## src/rtl/button_debounce_pkg.sv

```systemverilog
// rtl/button_debounce_pkg.sv - shared state encoding for the push-button debouncer
package button_debounce_pkg;

    typedef enum logic [1:0] {
        S_LOW       = 2'd0,
        S_WAIT_HIGH = 2'd1,
        S_HIGH      = 2'd2,
        S_WAIT_LOW  = 2'd3
    } deb_state_e;

endpackage

```

## src/rtl/button_debounce_pulse_sync_2ff.sv

```systemverilog
// rtl/button_debounce_pulse_sync_2ff.sv - generic two-flop synchronizer with configurable reset value
module sync_2ff #(
    parameter int                WIDTH       = 1,
    parameter logic [WIDTH-1:0]  RESET_VALUE = '0
) (
    input  logic             clk,
    input  logic             reset,
    input  logic [WIDTH-1:0] d_i,
    output logic [WIDTH-1:0] q_o
);

    logic [WIDTH-1:0] stage1_q;
    logic [WIDTH-1:0] stage2_q;

    always_ff @(posedge clk) begin
        if (reset) begin
            stage1_q <= RESET_VALUE;
            stage2_q <= RESET_VALUE;
        end else begin
            stage1_q <= d_i;
            stage2_q <= stage1_q;
        end
    end

    assign q_o = stage2_q;

endmodule

```

## src/rtl/button_debounce_pulse.sv

```systemverilog
// rtl/button_debounce_pulse.sv - debounced level plus press/release pulses from a raw button
// Optional hold-to-repeat press pulses when BUTTON_DEBOUNCE_AUTO_REPEAT_EN is defined.
module button_debounce_pulse
    import button_debounce_pkg::*;
#(
    parameter int DEBOUNCE_CYCLES = 500000,
    parameter int TIMER_WIDTH     = 19,
    parameter int HOLD_CYCLES     = 50000000,
    parameter int REPEAT_CYCLES   = 10000000,
    parameter int REPEAT_WIDTH    = 26
) (
    input  logic clk,
    input  logic reset,
    input  logic btn_in,
    output logic btn_clean,
    output logic press_pulse,
    output logic release_pulse
);

    localparam logic [TIMER_WIDTH-1:0] TIMER_LAST = TIMER_WIDTH'(DEBOUNCE_CYCLES - 1);

    deb_state_e             state_q;
    logic [TIMER_WIDTH-1:0] timer_q;
    logic                   btn_clean_q;
    logic                   press_q;
    logic                   release_q;
    logic                   btn_sync;
    logic                   rpt_fire;

    sync_2ff #(
        .WIDTH       (1),
        .RESET_VALUE (1'b0)
    ) u_sync (
        .clk   (clk),
        .reset (reset),
        .d_i   (btn_in),
        .q_o   (btn_sync)
    );

`ifdef BUTTON_DEBOUNCE_AUTO_REPEAT_EN
    localparam logic [REPEAT_WIDTH-1:0] HOLD_LAST   = REPEAT_WIDTH'(HOLD_CYCLES - 1);
    localparam logic [REPEAT_WIDTH-1:0] REPEAT_LAST = REPEAT_WIDTH'(REPEAT_CYCLES - 1);

    logic [REPEAT_WIDTH-1:0] rpt_q;
    logic [REPEAT_WIDTH-1:0] rpt_d;
    logic                    rpt_armed_q;
    logic                    rpt_armed_d;

    // First fire waits the long hold time, later fires use the shorter repeat period.
    always_comb begin
        rpt_d       = rpt_q;
        rpt_armed_d = rpt_armed_q;
        rpt_fire    = 1'b0;
        if (state_q == S_HIGH && btn_sync) begin
            if (rpt_q == (rpt_armed_q ? REPEAT_LAST : HOLD_LAST)) begin
                rpt_fire    = 1'b1;
                rpt_d       = '0;
                rpt_armed_d = 1'b1;
            end else begin
                rpt_d = rpt_q + 1'b1;
            end
        end else begin
            rpt_d       = '0;
            rpt_armed_d = 1'b0;
        end
    end

    always_ff @(posedge clk) begin
        if (reset) begin
            rpt_q       <= '0;
            rpt_armed_q <= 1'b0;
        end else begin
            rpt_q       <= rpt_d;
            rpt_armed_q <= rpt_armed_d;
        end
    end
`else
    assign rpt_fire = 1'b0;
`endif

    always_ff @(posedge clk) begin
        if (reset) begin
            state_q     <= S_LOW;
            timer_q     <= '0;
            btn_clean_q <= 1'b0;
            press_q     <= 1'b0;
            release_q   <= 1'b0;
        end else begin
            press_q   <= 1'b0;
            release_q <= 1'b0;
            case (state_q)
                S_LOW: begin
                    btn_clean_q <= 1'b0;
                    timer_q     <= '0;
                    if (btn_sync) begin
                        state_q <= S_WAIT_HIGH;
                    end
                end
                S_WAIT_HIGH: begin
                    if (!btn_sync) begin
                        state_q <= S_LOW;
                        timer_q <= '0;
                    end else if (timer_q == TIMER_LAST) begin
                        state_q     <= S_HIGH;
                        timer_q     <= '0;
                        btn_clean_q <= 1'b1;
                        press_q     <= 1'b1;
                    end else begin
                        timer_q <= timer_q + 1'b1;
                    end
                end
                S_HIGH: begin
                    btn_clean_q <= 1'b1;
                    timer_q     <= '0;
                    if (!btn_sync) begin
                        state_q <= S_WAIT_LOW;
                    end else begin
                        press_q <= rpt_fire;
                    end
                end
                S_WAIT_LOW: begin
                    if (btn_sync) begin
                        state_q <= S_HIGH;
                        timer_q <= '0;
                    end else if (timer_q == TIMER_LAST) begin
                        state_q     <= S_LOW;
                        timer_q     <= '0;
                        btn_clean_q <= 1'b0;
                        release_q   <= 1'b1;
                    end else begin
                        timer_q <= timer_q + 1'b1;
                    end
                end
                default: begin
                    state_q     <= S_LOW;
                    timer_q     <= '0;
                    btn_clean_q <= 1'b0;
                end
            endcase
        end
    end

    assign btn_clean     = btn_clean_q;
    assign press_pulse   = press_q;
    assign release_pulse = release_q;

endmodule
```

## config.mk

```make
export PLATFORM = sky130hd
export DESIGN_NAME = button_debounce_pulse
export DESIGN_NICKNAME = d
export VERILOG_FILES = /design/src/rtl/button_debounce_pkg.sv /design/src/rtl/button_debounce_pulse_sync_2ff.sv /design/src/rtl/button_debounce_pulse.sv
export SDC_FILE = /design/constraint.sdc
export NUM_CORES = 1
export LEC_CHECK = 0
export ABC_AREA = 1
export CORE_MARGIN = 2
export CORE_UTILIZATION = 45
export DETAILED_ROUTE_END_ITERATION = 8
export GPL_ROUTABILITY_DRIVEN = 0
export HOLD_SLACK_MARGIN = 0.06
export REMOVE_ABC_BUFFERS = 1
export SYNTH_ARGS = -nofsm -noshare
export SYNTH_HDL_FRONTEND = slang
export SYNTH_SLANG_ARGS = --single-unit
```

## constraint.sdc

```tcl
create_clock -name clk -period 1.4 [get_ports clk]
set_input_delay 0.21 -clock clk [delete_from_list [all_inputs] [get_ports clk]]
set_output_delay 0.21 -clock clk [all_outputs]
set_load 0.005 [all_outputs]
```

==> flow_summary.toml, run 1 <==
[floorplan]
fp.coreArea_um2 = 2980
die_area_um2 = 3510
die_x_um = 59.3
io-pin-count = 6
row_count = 20
die_h_um = 59.3
start_util_pct = 46.2

[logic_synthesis]
synth_cells = 191
synth_fa_ha_area_share_pct = 5.46
synthXorXnorAreaFrac_pct = 1.91
yosys.area_share.simple_pct = 38.9
synth_compound_area_share_pct = 7.10
synth_cell_type_count = 25
avgSynthCellArea_um2 = 7.20
ys_ff_latch = 26
seq_area_frac_synth_pct = 37.9
synth_top_family_by_area = "simple AND/OR/NAND/NOR gates"
synthesis.area_um2 = 1380
synthMuxAreaShare_pct = 0
ys_warn_count = 0

[critical_path]
endpoint_kind = "flip-flop"
regToRegEndpoint = "timer_q[2]"
arrival_ns = 1.71
path_class = "flip-flop to flip-flop"
crit_path_max_fanout = 7
ff2ff_setup_slack_ns = -0.05
startpoint_type = "flip-flop"
worst_r2r_path_depth = 7
worstPathRequired_ns = 1.65

[grt]
grt_max_degree = 15
grt.overflow.total = 0
grt_pass1_wl_um = 4910
antenna_found_initial = 0
grt_use_total_pct = 18.0
first_global_vias = 1122

[drt]
avgViaCountPerCell = 4.97
dr.pass1.iters = 4
via_count = 1291
ant_nets = 0
drc_errors = 0
wirelength_um = 3090
drt_iter0_markers = 72
routedWlPerCell_um = 11.9

[final_layout]
fillers = 247
instances_no_fill = 260
layout_common_cells = "nand2_1, nor2_1, inv_1, buf_4, dfxtp_1"
synthToLayoutAreaGrowth_pct = 39.8
antenna-diode-count = 0
layout-drive-gt1-share_pct = 35.7
final_nets = 237
final_util_pct = 64.5
register_area_um2 = 536
multi_input_area_um2 = 900
layout_commonest_cell = "nand2_1"

[sta]
slew_headroom_pct = 77.9
setup_slack_ns = -0.0508
final.setup_skew_ns = 0.00758
fin_crit_sh_pct = 104
period_minus_slack_ns = 1.45
final_max_slew_viol_count = 0
tightest_slew_ns = 0.329
fmax_mhz = 689
finalHoldViolations = 0
setup_viol = 14
rsz0062_at_grt = "yes"

[pwr]
finalPower_mw = 1.43
p_leak_nw = 0.854
p_per_area_nw_per_um2 = 742
worst_ir_drop_vdd_mv = 0.647

[run_status]
violations = "negative setup slack"
status = "finished with violations"

[placed_design]
hpwl_um = 2190
dp.cells = 252
io_buffers = 5

[cts]
cts_tree = "done"
path_clk_slew_ns = 0.14
numCtsBuffers = 3
cts_sinks = 26
clock_tree.root_cell = "clkbuf_4"
clock_latency_ns = 0.32
cts_buffer_depth = 2
h-tree-depth = 1

[worst_hold_path]
hold_depth = 3
min-delay-start = "btn_in"
hp-class = "primary input to flip-flop"
hold_end = "u_sync.stage1_q"

[flow_run]
drv_cap = 0
-- Yosys cell counts --
cell / number / area share, %
inv_1: 29 / 7.9
buf_6: 1 / 0.82
nand3_1: 8 / 2.9
nand3_2: 2 / 1.5
nand4_1: 5 / 2.3
nor3b_1: 3 / 1.6
nand2_2: 3 / 1.4
nor3_1: 5 / 1.8
o21ai_0: 4 / 1.5
o21a_1: 1 / 0.55
ha_1: 6 / 5.5
a31oi_1: 2 / 0.91
nand2_4: 2 / 1.6
nor2_2: 2 / 0.91
or2_2: 1 / 0.46
or2_1: 1 / 0.46
a21oi_1: 9 / 3.3
nand2_1: 37 / 10
nor2_4: 3 / 2.5
a211oi_2: 1 / 0.91
nor2_8: 1 / 1.5
xor2_1: 3 / 1.9
nor4_1: 1 / 0.46
dfxtp_1: 26 / 38
nor2_1: 35 / 9.6
-- cells by family after synthesis --
| family | Yosys count |
|---|---|
| AOI/OAI and AO/OA | 17 |
| xor gates and xnor gates | 3 |
| adders and majority gates | 6 |
| buffers and inverters | 30 |
| DFF | 26 |
| and+or+nand+nor | 109 |
-- where the power goes --
part / switching (mW) / internal (mW) / leakage (nW) / total [mW]
Combinational: 0.136 / 0.128 / 0.618 / 0.264
Clock: 0.221 / 0.159 / 0.0210 / 0.380
Sequential: 0.0188 / 0.763 / 0.215 / 0.781
Total: 0.376 / 1.05 / 0.854 / 1.43
-- stage by stage --
step | worst slack [ns] | setup TNS (ns) | hold WS, ns | area, µm²
finish | -0.0508 | -0.360 | 0.390 | 1920
global route | -0.142 | -2.37 | 0.399 | 1920
CTS | -0.0485 | -0.545 | 0.379 | 1740
detailed placement | -0.120 | -1.97 | 0.395 | 1650
global placement | -0.0916 | -1.40 | 0.396 | 1650
floorplan | -0.0752 | -0.181 | 0.279 | 1360
-- timing repair --
item,4_1_cts,5_1_grt
endpoints found under the setup margin,23,26
hold buffers,0,0
gates cloned,0,1
buffers inserted,2,1
resized for setup,13,40
pin swaps,2,7
-- state kept, by name, summed over array words and instances (netlist names), named ones only --
name             flops
btn_clean            1
press_pulse          1
release_pulse        1
u_sync.stage1_q      1
state_q              1
u_sync.q_o           1
timer_q             19
-- worst max-delay path by stage --
stage	slack, ns	end	from	depth (start not counted)
2_1_floorplan	-0.08	timer_q[16]	timer_q[0]	9
3_3_place_gp	-0.09	timer_q[12]	timer_q[0]	8
3_5_place_dp	-0.12	timer_q[15]	timer_q[1]	8
4_1_cts	-0.05	timer_q[2]	timer_q[0]	8
5_1_grt	-0.14	timer_q[3]	timer_q[0]	8
6_report	-0.05	timer_q[2]	flip-flop	7
-- layer usage --
layer  vias to the layer above  global-route usage [%]  share of wire (%)
met5                         -                       0                  0
li1                        672                       -                  -
met4                         0                    2.92                  0
met3                         0                    4.59                3.2
met2                        16                    29.0                 50
met1                       603                    24.7                 47
-- critical path, stage by stage, from the launching register on --
cell      delay (ns)
dfxtp_4         0.39
inv_4           0.06
ha_4            0.16
a21oi_4         0.04
a211oi_4        0.29
nand2_4         0.12
buf_12          0.16
nor3b_2         0.16
-- cell type report --
class / instances / area share (%)
clock buffers: 4 / 1.89
inverters: 29 / 5.79
multi-input cells: 135 / 46.8
flip-flops and latches: 26 / 27.9
well taps: 33 / 2.15
repair buffers: 33 / 15.5
Note: power is estimated with default switching activity, not from simulation.
==> run 2, diff against run 1 <==
ABC_AREA = default   (was 1)
CTS_CLUSTER_DIAMETER = 80   (was default)
==> run 2 against run 1 <==
Compared with the run above:
- the run still ends with negative setup slack left
- first-iteration DRC count shrank 49%
- highest routed layer is now met4
- cell count down 18%
- via count decreased by 14%
- clock power fell by 16%
==> flow_summary.toml, run 2 <==
[run_status]
status = "finished with violations"
violations = "negative setup slack"

[sta]
fin_crit_sh_pct = 111
period_minus_slack_ns = 1.55
final_max_slew_viol_count = 0
fmax_mhz = 646
slew_headroom_pct = 77.6
setup_viol = 24
rsz0062_at_grt = "yes"
whs_ns = 0.428
setup_slack_ns = -0.148
final.setup_skew_ns = 0.00129
finalHoldViolations = 0
tightest_slew_ns = 0.334

[critical_path]
cp-startpoint = "timer_q[14]"
ff2ff_setup_slack_ns = -0.15
regToRegEndpoint = "btn_clean"
arrival_ns = 1.78
crit_path_max_fanout = 2
endpoint_kind = "flip-flop"
cp-endpoint = "btn_clean"
path_class = "flip-flop to flip-flop"
worst_r2r_path_depth = 5
worstPathRequired_ns = 1.63
rr_startpoint = "timer_q[14]"
startpoint_type = "flip-flop"

[floorplan]
start_util_pct = 46.2
row_count = 19
die_x_um = 56.8
fp.coreArea_um2 = 2710
io-pin-count = 6
die_h_um = 56.8
die_area_um2 = 3220

[final_layout]
final_util_pct = 63.7
final_nets = 193
synthToLayoutAreaGrowth_pct = 37.9
top_register = "timer_q"
layout-drive-gt1-share_pct = 35.2
largest_reg_flops = 19
antenna-diode-count = 0
layout_commonest_cell = "buf_4"
fin_area_um2 = 1730
layout_common_cells = "buf_4, nor2_1, dfxtp_1, dfxtp_2"

[logic_synthesis]
synth_edf_count = 0
synth_common_cells = "nor2_1, dfxtp_1, nand2_1, xnor2_1, nand3_1"
synthesis.area_um2 = 1250
ys_ff_latch = 26
ys_warn_count = 0
yosys.area.top_type_share_pct = 41.6
synth.most_common_cell = "nor2_1"
seq_area_frac_synth_pct = 41.6
yosys.area.top_type = "dfxtp_1"
synth_area_leaders = "dfxtp_1, nor2_1, xnor2_1, ha_1, xor2_1"
synth_cell_type_count = 30
synth_ff_type = "dfxtp_1"
async_reset_ff_share_pct = 0
avgSynthCellArea_um2 = 8.76
synth_cells = 143

[pwr]
p_seq_share_pct = 60.1
switchingPower_mw = 0.313
p_int_mw = 0.966
p_sw_share_pct = 24.5
clockPowerShare_pct = 24.9
p_per_area_nw_per_um2 = 741
worst_ir_drop_vdd_mv = 0.537
p_leak_nw = 0.668
p_comb_share_pct = 15.0

[drt]
ant_nets = 0
via_count = 1110
drc_errors = 0
drt_iter0_markers = 37
routedWlPerCell_um = 13.1
wirelength_um = 2800
dr.pass1.iters = 4
avgViaCountPerCell = 5.21

[grt]
grt_max_degree = 20
first_global_vias = 1082
grt_pass1_wl_um = 4770
grt.overflow.total = 0
antenna_found_initial = 0
grt_use_total_pct = 18.7

[cts]
numCtsBuffers = 3
cts_sinks = 26
cts_buffer_depth = 2
cts_hold_buf = 0
cts_tree = "done"
path_clk_slew_ns = 0.13
h-tree-depth = 1
clock_latency_ns = 0.32
clock_tree.root_cell = "clkbuf_4"

[placed_design]
place_area_um2 = 1580
hpwl_um = 1940
io_buffers = 5

[flow_run]
drv_cap = 0

[worst_hold_path]
hp-class = "primary input to flip-flop"
==> run 2: cell types whose count changed after synthesis, sizes merged, moves of 4 or more <==
| cell | delta |
|---|---|
| nor2b | +4 |
| a21oi | -9 |
| nor2 | -12 |
| xor2 | +4 |
| inv | -25 |
| xnor2 | +10 |
| nand2 | -32 |
==> run 2: worst max-delay path, cell delays in order, from the launching register on <==
cell and delay (ns):
dfxtp_2 0.35, nand4b_1 0.21, nor4_4 0.25, nand4_1 0.23, mux2i_1 0.17, a211oi_1 0.25
==> run 2: cell type report <==
cell class | instances | area [µm²]
clock buffer | 3 | 22.5
fill | 233 | 983
inverter | 4 | 15.0
multi-input combinational | 109 | 777
sequential | 26 | 536
tap | 31 | 38.8
timing repair buffer | 40 | 338
==> run 2: repair_timing <==
item / CTS / global route
setup endpoints to repair: 24 / 26
pin swaps: 8 / 1
buffers inserted: 3 / 0
resized for setup: 19 / 9
==> run 2: kinds of logic (layout without fill, tap and decap cells) <==
| family | Yosys count | after routing | synth area share, % |
|---|---|---|---|
| compound gates | 11 | 11 | 6.79 |
| xor+xnor | 17 | 17 | 11.9 |
| fa+ha+maj | 6 | 6 | 5.99 |
| buf+inv | 8 | 47 | 2.50 |
| flops | 26 | 26 | 41.6 |
| mux | 1 | 1 | 0.799 |
| simple gates | 74 | 74 | 30.5 |
==> run 2: worst min-delay path by stage <==
stage                                from               to  cells after the start
after floorplan                     reset        flip-flop                      1
after global placement    u_sync.stage1_q       u_sync.q_o                      1
after detailed placement  u_sync.stage1_q       u_sync.q_o                      1
after CTS                          btn_in  u_sync.stage1_q                      2
after global routing               btn_in  u_sync.stage1_q                      2
final                              btn_in  u_sync.stage1_q                      2
==> run 2: power by group through the flow <==
stage	clock [mW]	combinational [mW]	sequential (mW)
global placement	0	0.166	0.783
global route	0.361	0.210	0.772
floorplan	0	0.0805	0.788
detailed placement	0	0.170	0.784
CTS	0.330	0.185	0.769
finish	0.319	0.192	0.769
==> run 2: layer usage <==
metal	global-route usage, %	vias up	part of all wire (%)
li1	-	566	-
met1	24.4	530	46
met2	31.1	9	51
met3	2.30	5	1.5
met4	7.97	0	1.9
met5	0	-	0
==> run 2: metrics by stage <==
| step | TNS (ns) | setup WS [ns] | std cells | power [mW] |
|---|---|---|---|---|
| after floorplan | -1.50 | -0.167 | 139 | 0.868 |
| after global placement | -2.36 | -0.163 | 207 | 0.950 |
| after detailed placement | -2.92 | -0.208 | 207 | 0.954 |
| after CTS | -1.57 | -0.141 | 213 | 1.28 |
| after global routing | -5.08 | -0.258 | 213 | 1.34 |
| final | -2.63 | -0.148 | 213 | 1.28 |
==> run 3, diff against run 2 <==
GPL_ROUTABILITY_DRIVEN = default   (was 0)
==> run 3 against run 2 <==
Compared with the run above:
- the run still ends with negative setup slack left
- final area down 1.0%
- combinational power is 4% lower
- cell count is 0.47% higher
- non-clock buffer count unchanged
- core utilization shrank 0.65 points
- critical path type unchanged
==> flow_summary.toml, run 3 (synthesized netlist as in run 2, its figures left out) <==
[placed_design]
io_buffers = 5
place_area_um2 = 1590
hpwl_um = 1880
place_congestion = 0.859

[flow_run]
drv_cap = 0

[grt]
grt.overflow.total = 0
grt_pass1_wl_um = 4670
first_global_vias = 1109
grt_use_total_pct = 18.4
antenna_found_initial = 0
grt_max_degree = 20

[critical_path]
rr_startpoint = "timer_q[14]"
startpoint_type = "flip-flop"
arrival_ns = 1.78
worst_r2r_path_depth = 5
worstPathRequired_ns = 1.66
crit_path_max_fanout = 5
cp-startpoint = "timer_q[14]"
endpoint_kind = "flip-flop"
ff2ff_setup_slack_ns = -0.13
path_class = "flip-flop to flip-flop"

[floorplan]
die_h_um = 56.8
row_count = 19
fp.coreArea_um2 = 2710
start_util_pct = 46.2
io-pin-count = 6
die_x_um = 56.8
die_area_um2 = 3220

[cts]
cts_tree = "done"
h-tree-depth = 1
numCtsBuffers = 3
clock_latency_ns = 0.33
cts_buffer_depth = 2
path_clk_slew_ns = 0.14
cts_hold_buf = 0
clock_tree.root_cell = "clkbuf_4"
cts_sinks = 26

[sta]
tightest_slew_ns = 0.305
fin_crit_sh_pct = 109
fmax_mhz = 655
setup_viol = 22
final.setup_skew_ns = 0.00888
rsz0062_at_grt = "yes"
setup_slack_ns = -0.127
period_minus_slack_ns = 1.53
finalHoldViolations = 0
slew_headroom_pct = 79.5
final_max_slew_viol_count = 0
whs_ns = 0.422

[final_layout]
top_register = "timer_q"
antenna-diode-count = 0
layout_common_cells = "buf_4, nor2_1, dfxtp_1"
layout-drive-gt1-share_pct = 35.0
fin_area_um2 = 1710
synthToLayoutAreaGrowth_pct = 36.5
largest_reg_flops = 19
fillers = 233
final_nets = 193
layout_commonest_cell = "buf_4"

[worst_hold_path]
min-delay-start = "btn_in"
hold_end = "u_sync.stage1_q"
hold_depth = 2
hp-class = "primary input to flip-flop"

[drt]
avgViaCountPerCell = 5.16
dr.pass1.iters = 4
routedWlPerCell_um = 12.1
drt_iter0_markers = 16
drc_errors = 0
ant_nets = 0
via_count = 1105
wirelength_um = 2590

[run_status]
status = "finished with violations"
violations = "negative setup slack"

[pwr]
p_per_area_nw_per_um2 = 782
worst_ir_drop_vdd_mv = 0.567
p_leak_nw = 0.660
[run 3: changes by cell type in the layout (fill, tap and decap cells not counted), sizes merged]
cell | previous run | this run
clkbuf | 3 | 4
dlygate4sd2 | 0 | 1
dlymetal6s2s | 2 | 1
[run 3: worst max-delay path by stage]
stage                              to  slack [ns]
after detailed placement    flip-flop       -0.22
after CTS                  state_q[0]       -0.13
final                       flip-flop       -0.13
after floorplan             flip-flop       -0.17
after global placement    timer_q[17]       -0.18
after global routing      timer_q[17]       -0.20
[run 3: critical path, cell delays in order (launching register included)]
cell and delay [ns]:
dfxtp_2 0.35, nand4b_1 0.21, nor4_4 0.20, nand4_2 0.20
a211o_1 0.32, a211oi_2 0.17
[run 3: cell type report]
type | instances | area [µm²] | area share (%)
sequential | 26 | 537 | 31.4
tap | 31 | 38.8 | 2.27
inverter | 4 | 15.0 | 0.878
timing repair buffer | 40 | 330 | 19.3
multi-input combinational | 109 | 752 | 44.0
clock buffer | 4 | 36.3 | 2.12
[run 3: what timing repair did]
action                     CTS  global route
setup endpoints to repair   25            25
pin swaps                    8             4
resized for setup           13            13
setup buffers                2             0
[run 3: report_power, final]
| group | switching [mW] | internal (mW) |
|---|---|---|
| logic | 0.0791 | 0.105 |
| clock network | 0.227 | 0.159 |
| registers | 0.00967 | 0.757 |
| total | 0.316 | 1.02 |
[run 3: metal layers]
metal | GRT usage [%] | wire (µm) | share of wire, % | up-vias
li1 | - | - | - | 572
met1 | 23.7 | 1220 | 47 | 517
met2 | 30.2 | 1280 | 49 | 11
met3 | 3.00 | 57 | 2.2 | 5
met4 | 7.97 | 41 | 1.6 | 0
met5 | 0 | 0 | 0 | -
[run 3: per-stage QoR]
step	power (mW)	TNS [ns]	std cells	utilization (%)	worst slack [ns]
detailed placement	0.962	-3.25	209	58.8	-0.224
finish	1.34	-1.41	214	63.1	-0.127
CTS	1.34	-1.73	214	61.9	-0.134
global route	1.40	-3.70	214	63.1	-0.203
global placement	0.957	-2.47	209	58.8	-0.178
floorplan	0.868	-1.50	139	-	-0.167
